===== src/rtl/mxint_acc_pkg.sv =====
// Shared types and helpers for the MXINT bias accumulator.
// Holds the FSM states, width helpers and the saturating arithmetic shift.
package mxint_acc_pkg;

    typedef enum logic [1:0] {
        S_FIRST,
        S_ACC,
        S_OUT
    } state_t;

    function automatic int acc_man_width(
        input int in_w,
        input int bias_w,
        input int max_depth
    );
        return ((in_w > bias_w) ? in_w : bias_w) + $clog2(max_depth) + 1;
    endfunction

    function automatic int depth_width(input int max_depth);
        return $clog2(max_depth + 1);
    endfunction

    // Shifting past the full width leaves only sign copies: 0 or -1.
    function automatic logic signed [63:0] sat_ashr(
        input logic signed [63:0] value,
        input logic [31:0]        amt
    );
        if (amt >= 32'd63) begin
            return {64{value[63]}};
        end
        return value >>> amt;
    endfunction

endpackage


===== src/rtl/mxint_align_add.sv =====
// One accumulator lane: align either the running sum or the incoming
// mantissa to the larger exponent, then add.
module mxint_align_add
    import mxint_acc_pkg::*;
#(
    parameter int ACC_W = 21,
    parameter int SH_W  = 5
) (
    input  logic [ACC_W-1:0] acc,
    input  logic [ACC_W-1:0] din,
    input  logic [SH_W-1:0]  amt,
    input  logic             shift_acc,
    output logic [ACC_W-1:0] sum
);

    logic signed [63:0] acc_x;
    logic signed [63:0] din_x;

    always_comb begin
        acc_x = {{(64-ACC_W){acc[ACC_W-1]}}, acc};
        din_x = {{(64-ACC_W){din[ACC_W-1]}}, din};
        if (shift_acc) begin
            sum = ACC_W'(sat_ashr(acc_x, 32'(amt))) + din;
        end else begin
            sum = acc + ACC_W'(sat_ashr(din_x, 32'(amt)));
        end
    end

endmodule


===== src/rtl/mxint_bias_accumulator.sv =====
// Streaming MXINT block accumulator with optional bias seed and ReLU.
// Sums cfg_depth blocks with per-beat shared-exponent alignment.
module mxint_bias_accumulator
    import mxint_acc_pkg::*;
#(
    parameter int BLOCK_SIZE     = 4,
    parameter int IN_MAN_WIDTH   = 16,
    parameter int EXP_WIDTH      = 4,
    parameter int BIAS_MAN_WIDTH = 16,
    parameter int MAX_DEPTH      = 16,
    localparam int DEPTH_WIDTH   = depth_width(MAX_DEPTH),
    localparam int ACC_MAN_WIDTH =
        acc_man_width(IN_MAN_WIDTH, BIAS_MAN_WIDTH, MAX_DEPTH)
) (
    input  logic clk,
    input  logic rst,
    input  logic [DEPTH_WIDTH-1:0] cfg_depth,
    input  logic cfg_bias_en,
    input  logic cfg_relu,
    input  logic [BLOCK_SIZE-1:0][IN_MAN_WIDTH-1:0] mdata_in,
    input  logic [EXP_WIDTH-1:0] edata_in,
    input  logic data_in_valid,
    output logic data_in_ready,
    input  logic [BLOCK_SIZE-1:0][BIAS_MAN_WIDTH-1:0] mbias,
    input  logic [EXP_WIDTH-1:0] ebias,
    input  logic bias_valid,
    output logic bias_ready,
    output logic [BLOCK_SIZE-1:0][ACC_MAN_WIDTH-1:0] mdata_out,
    output logic [EXP_WIDTH-1:0] edata_out,
    output logic data_out_valid,
    input  logic data_out_ready
);

    localparam int DW = EXP_WIDTH + 1;

    state_t state;
    logic [DEPTH_WIDTH-1:0] count;
    logic [DEPTH_WIDTH-1:0] count_nx;
    logic [DEPTH_WIDTH-1:0] depth_q;
    logic [DEPTH_WIDTH-1:0] eff_depth;
    logic relu_q;
    logic [EXP_WIDTH-1:0] exp_q;
    logic [EXP_WIDTH-1:0] exp_nx;
    logic [DW-1:0] ediff;
    logic [DW-1:0] amt;
    logic shift_acc;
    logic data_hs;
    logic bias_hs;

    logic [BLOCK_SIZE-1:0][ACC_MAN_WIDTH-1:0] acc;
    logic [BLOCK_SIZE-1:0][ACC_MAN_WIDTH-1:0] din_x;
    logic [BLOCK_SIZE-1:0][ACC_MAN_WIDTH-1:0] bias_x;
    logic [BLOCK_SIZE-1:0][ACC_MAN_WIDTH-1:0] sum;
    logic [BLOCK_SIZE-1:0][ACC_MAN_WIDTH-1:0] relu_sum;
    logic [BLOCK_SIZE-1:0][ACC_MAN_WIDTH-1:0] relu_first;

    always_comb begin
        bias_ready    = (state == S_FIRST) && cfg_bias_en;
        data_in_ready = (state == S_ACC) ||
                        ((state == S_FIRST) && !cfg_bias_en);
        bias_hs = bias_valid && bias_ready;
        data_hs = data_in_valid && data_in_ready;
        eff_depth = (cfg_depth == '0) ? DEPTH_WIDTH'(1) : cfg_depth;
        count_nx  = count + DEPTH_WIDTH'(1);
        // Sign-extended difference; positive means the sum must move.
        ediff = {edata_in[EXP_WIDTH-1], edata_in} -
                {exp_q[EXP_WIDTH-1], exp_q};
        shift_acc = !ediff[DW-1] && (ediff != '0);
        amt    = shift_acc ? ediff : -ediff;
        exp_nx = shift_acc ? edata_in : exp_q;
    end

    always_comb begin
        for (int i = 0; i < BLOCK_SIZE; i++) begin
            din_x[i] = {{(ACC_MAN_WIDTH-IN_MAN_WIDTH)
                         {mdata_in[i][IN_MAN_WIDTH-1]}}, mdata_in[i]};
            bias_x[i] = {{(ACC_MAN_WIDTH-BIAS_MAN_WIDTH)
                          {mbias[i][BIAS_MAN_WIDTH-1]}}, mbias[i]};
            relu_sum[i] = (relu_q && sum[i][ACC_MAN_WIDTH-1]) ?
                          '0 : sum[i];
            relu_first[i] = (cfg_relu && din_x[i][ACC_MAN_WIDTH-1]) ?
                            '0 : din_x[i];
        end
    end

    for (genvar g = 0; g < BLOCK_SIZE; g++) begin : g_lane
        mxint_align_add #(
            .ACC_W (ACC_MAN_WIDTH),
            .SH_W  (DW)
        ) u_lane (
            .acc       (acc[g]),
            .din       (din_x[g]),
            .amt       (amt),
            .shift_acc (shift_acc),
            .sum       (sum[g])
        );
    end

    always_ff @(posedge clk or negedge rst) begin
        if (!rst) begin
            state          <= S_FIRST;
            count          <= '0;
            depth_q        <= '0;
            relu_q         <= 1'b0;
            acc            <= '0;
            exp_q          <= '0;
            mdata_out      <= '0;
            edata_out      <= '0;
            data_out_valid <= 1'b0;
        end else begin
            unique case (state)
                S_FIRST: begin
                    if (bias_hs) begin
                        acc     <= bias_x;
                        exp_q   <= ebias;
                        count   <= '0;
                        depth_q <= eff_depth;
                        relu_q  <= cfg_relu;
                        state   <= S_ACC;
                    end else if (data_hs) begin
                        acc     <= din_x;
                        exp_q   <= edata_in;
                        count   <= DEPTH_WIDTH'(1);
                        depth_q <= eff_depth;
                        relu_q  <= cfg_relu;
                        if (eff_depth == DEPTH_WIDTH'(1)) begin
                            mdata_out      <= relu_first;
                            edata_out      <= edata_in;
                            data_out_valid <= 1'b1;
                            state          <= S_OUT;
                        end else begin
                            state <= S_ACC;
                        end
                    end
                end
                S_ACC: begin
                    if (data_hs) begin
                        acc   <= sum;
                        exp_q <= exp_nx;
                        count <= count_nx;
                        if (count_nx == depth_q) begin
                            mdata_out      <= relu_sum;
                            edata_out      <= exp_nx;
                            data_out_valid <= 1'b1;
                            state          <= S_OUT;
                        end
                    end
                end
                S_OUT: begin
                    if (data_out_ready) begin
                        data_out_valid <= 1'b0;
                        state          <= S_FIRST;
                    end
                end
                default: state <= S_FIRST;
            endcase
        end
    end

endmodule


===== config.mk =====
export PLATFORM = sky130hd
export DESIGN_NAME = mxint_bias_accumulator
export DESIGN_NICKNAME = d
export VERILOG_FILES = /design/src/rtl/mxint_acc_pkg.sv /design/src/rtl/mxint_align_add.sv /design/src/rtl/mxint_bias_accumulator.sv
export SDC_FILE = /design/constraint.sdc
export NUM_CORES = 1
export LEC_CHECK = 0
export BUFFER_PORTS_ARGS = -buffer_cell sky130_fd_sc_hd__buf_2
export CELL_PAD_IN_SITES_DETAIL_PLACEMENT = 0
export CELL_PAD_IN_SITES_GLOBAL_PLACEMENT = 1
export CORE_UTILIZATION = 46
export CTS_BUF_LIST = sky130_fd_sc_hd__clkbuf_16
export DETAILED_ROUTE_END_ITERATION = 6
export GPL_TIMING_DRIVEN = 0
export HOLD_SLACK_MARGIN = 0.06
export PLACE_DENSITY = 0.91
export SLEW_MARGIN = 15
export SYNTH_ARGS = -nofsm -noshare
export SYNTH_HDL_FRONTEND = slang
export SYNTH_SLANG_ARGS = --single-unit

===== constraint.sdc =====
create_clock -name clk -period 8.5 [get_ports clk]
set_input_delay 0.425 -clock clk [delete_from_list [all_inputs] [get_ports clk]]
set_output_delay 0.425 -clock clk [all_outputs]
set_load 0.05 [all_outputs]

==> results.md <==
* Fill cell count at 5184
* Final core occ at 0.526
* First-pass GRT wire length at ~200000 um
* Total I/O pin count at 239
* Total gr overflow at 0
* Final Skew at 23.0 ps
* Vias at 29100
* Required time of the critical path at 8920 ps
* Status: finished, violations left
* CTS tree: done
* Cells after Synth at 3142
* Die Y-Extent at 232 um
* CP endpoint kind: flop
* Area leader, netlist: dfrtp_1
* Yosys top cell area share at 0.196
* Startpoint class of the critical path: flop
* Most instantiated cells after synthesis: 421 x nand2_1, 367 x a21oi_1, 291 x mux2i_1
* Ys async rst share at 1.00
* Syn_nets at 3465
* TritonCTS buffer count at 17
* HP Class: in -> reg
* R2R cell count at 18
* Grt met2 use at 0.735
* Final slew viol count at 0
* Detailed Place HPWL at 107000 um
* F_max at 114 MHz
* RR Startpoint: exp_q[0]
* Worst slew pin tran at 1420 ps
* Avg WL per Cell at roughly 35 um
* Drt via density at about 7
* Max clock buf depth at 2
* Area growth syn-to-layout at 12.0%
* # clock sinks at 190
* WS Path Type: reg -> reg
* Crit share post-route at 1.03
* Maxcap violations at 0
* Placed Area at 0.0265 sq mm
* Die area at 0.0537 sq mm
* Global routing's busiest layer: met2
* Routed WL at about 150000 um
* Count leader, synth: nand2_1
* Post-route DRC violation count at 0
* Period minus WS final at 8770 ps
* Htree depth at 4
* Clk Latency, worst-skew pair at 560 ps
* Setup Viol. Count Final at 17
* Worst setup path endpoint: mdata_out[28]
* Final Cell Area at 0.0272 sq mm
* Synth Cell Area at 0.0243 sq mm
* Root buffer cell: clkbuf_16
* Initial antenna violation count at 7
* Grt met1 use at 0.670
* Main synth FF type: dfrtp_1
* Row count at 83
* Synth warnings at 0
* EDFF count, synth at 0
* Initial DRC count at just over 4000
* Die Width at 232 um
* Final Hold Viols at 0
* Failing checks: setup timing
* Layout cells sized above 1 at 0.132
* Worst-path maximum fanout at 10
* Sequential cell area at 0.00475 sq mm
* Vias in the first global route at approximately 27000
* Pin count of the biggest net entering global routing at 77
* Initial Util at 0.469
* GPL Wtd Cong at 1.10
* Layout Nets at 3729
* FF-to-FF End: mdata_out[28]
* Mean Syn Cell Area at 7.73 sq um
* Clk slew on worst S/H paths at 90 ps
* Core region area at 0.0517 sq mm
* Area occupied by multi-input gates at 0.0185 sq mm
* Slew HR at 0.0511
* Register area share after synthesis at 0.196
* IO buf count at 238
* Final WS setup at -270 ps
* Synth top area cells: dfrtp_1 20%, mux2i_1 12%, ha_1 8.6%
* Yosys reg bits at 190
* GR Util met3 at 0.201
* Cell variety after synth at 96
* GRT Util Overall at 0.534
* Number of routed nets with antenna violations at 0
* Crit path arrival time at 9190 ps
* R2r setup slk at -270 ps
* Pre-antenna DRT Iters at 6
* Critical path startpoint: exp_q[0]
-- registers in the layout (all words and copies together) (netlist names) --
name	cells
mdata_out	84
edata_out	4
count	5
depth_q	5
acc	84
relu_q	1
exp_q	4
data_out_valid	1
state	2
-- worst min path at each step --
stage	startpoint	end	cells past startpoint
floorplan	rst	acc[0]	0
global placement	mdata_out[67]	mdata_out[67]	2
detailed placement	rst	mdata_out[75]	1
CTS	cfg_depth[3]	depth_q[3]	2
global route	cfg_depth[3]	depth_q[3]	2
finish	cfg_depth[3]	depth_q[3]	2
-- cells by family after synthesis --
group	after synthesis	share of synthesized area
AO/OA/AOI/OAI	1097	0.288
adder cells (fa/ha/maj)	175	0.0930
buffers and inverters	261	0.0466
AND/OR/NAND/NOR	930	0.169
multiplexers	352	0.158
XOR/XNOR	137	0.0500
flip-flops	190	0.196
-- critical path, stage by stage (launching register included) --
cell	delay (ps)
dfrtp_1	420
ha_1	330
clkbuf_1	460
clkdlybuf4s15_1	970
buf_2	710
clkdlybuf4s15_1	1010
nand2_1	410
o221ai_1	640
o221ai_1	270
ha_1	470
a2111o_1	440
o21ai_0	380
a31oi_1	160
o31ai_1	410
a31oi_2	200
xnor2_2	370
a211o_1	540
buf_4	290
o21ai_1	100
-- final cells by class --
cell class | count | area share
multi-input cells | 2691 | 0.679
flip-flops and latches | 190 | 0.175
repair buffers | 246 | 0.0487
plain buffers | 197 | 0.0346
well taps | 680 | 0.0313
clock buffers | 17 | 0.0157
inverters | 63 | 0.00870
clock inverters | 15 | 0.00668
diodes | 6 | 0.000552
-- per-layer routing --
| metal | wire length, um | part of all wire | up-vias |
|---|---|---|---|
| met1 | 55200 | 0.38 | 14000 |
| met2 | 56900 | 0.39 | 2301 |
| met4 | 13000 | 0.089 | 0 |
| met5 | 0 | 0 | - |
| li1 | - | - | 12200 |
| met3 | 20300 | 0.14 | 580 |
-- metrics by stage --
step / worst slack (ps) / std cells / hold WS [ps] / setup TNS (ps)
floorplan: 2360 / 3142 / 129 / 0
global placement: -605 / 4060 / 458 / -20550
detailed placement: -377 / 4064 / 339 / -3100
CTS: 50.8 / 4097 / 110 / 0
global route: -0.494 / 4100 / 135 / -0.494
finish: -270 / 4105 / 127 / -2760
-- repair_timing --
item | in CTS | in global routing
resized for setup | 3 | 15
pin swaps | 0 | 1
setup endpoints to repair | 11 | 45
hold endpoints to repair | 42 | 0
setup buffers | 0 | 2
hold buffers | 1 | 0
-- cell usage in the layout, fill, tap and decap left out, types with 27 or more instances in the layout --
| cell | instances |
|---|---|
| buf_2 | 264 |
| o221ai_1 | 34 |
| a22oi_1 | 27 |
| nor3_1 | 33 |
| xnor2_1 | 87 |
| o21ai_0 | 218 |
| a211oi_1 | 45 |
| a21o_1 | 70 |
| mux2i_1 | 290 |
| ha_1 | 166 |
| o21ai_1 | 28 |
| xor2_1 | 46 |
| mux2_2 | 37 |
| inv_1 | 62 |
| and3_1 | 64 |
| o21a_1 | 30 |
| a21oi_1 | 367 |
| nor2_1 | 242 |
| clkbuf_1 | 107 |
| a31oi_1 | 37 |
| o211ai_1 | 33 |
| a221oi_1 | 28 |
| nand3_1 | 50 |
| nand2_1 | 421 |
| dfrtp_1 | 190 |
Power is left out: the tool's default activity adds up to more than one toggle a clock period on the data nets, which glitch-free logic cannot reach.
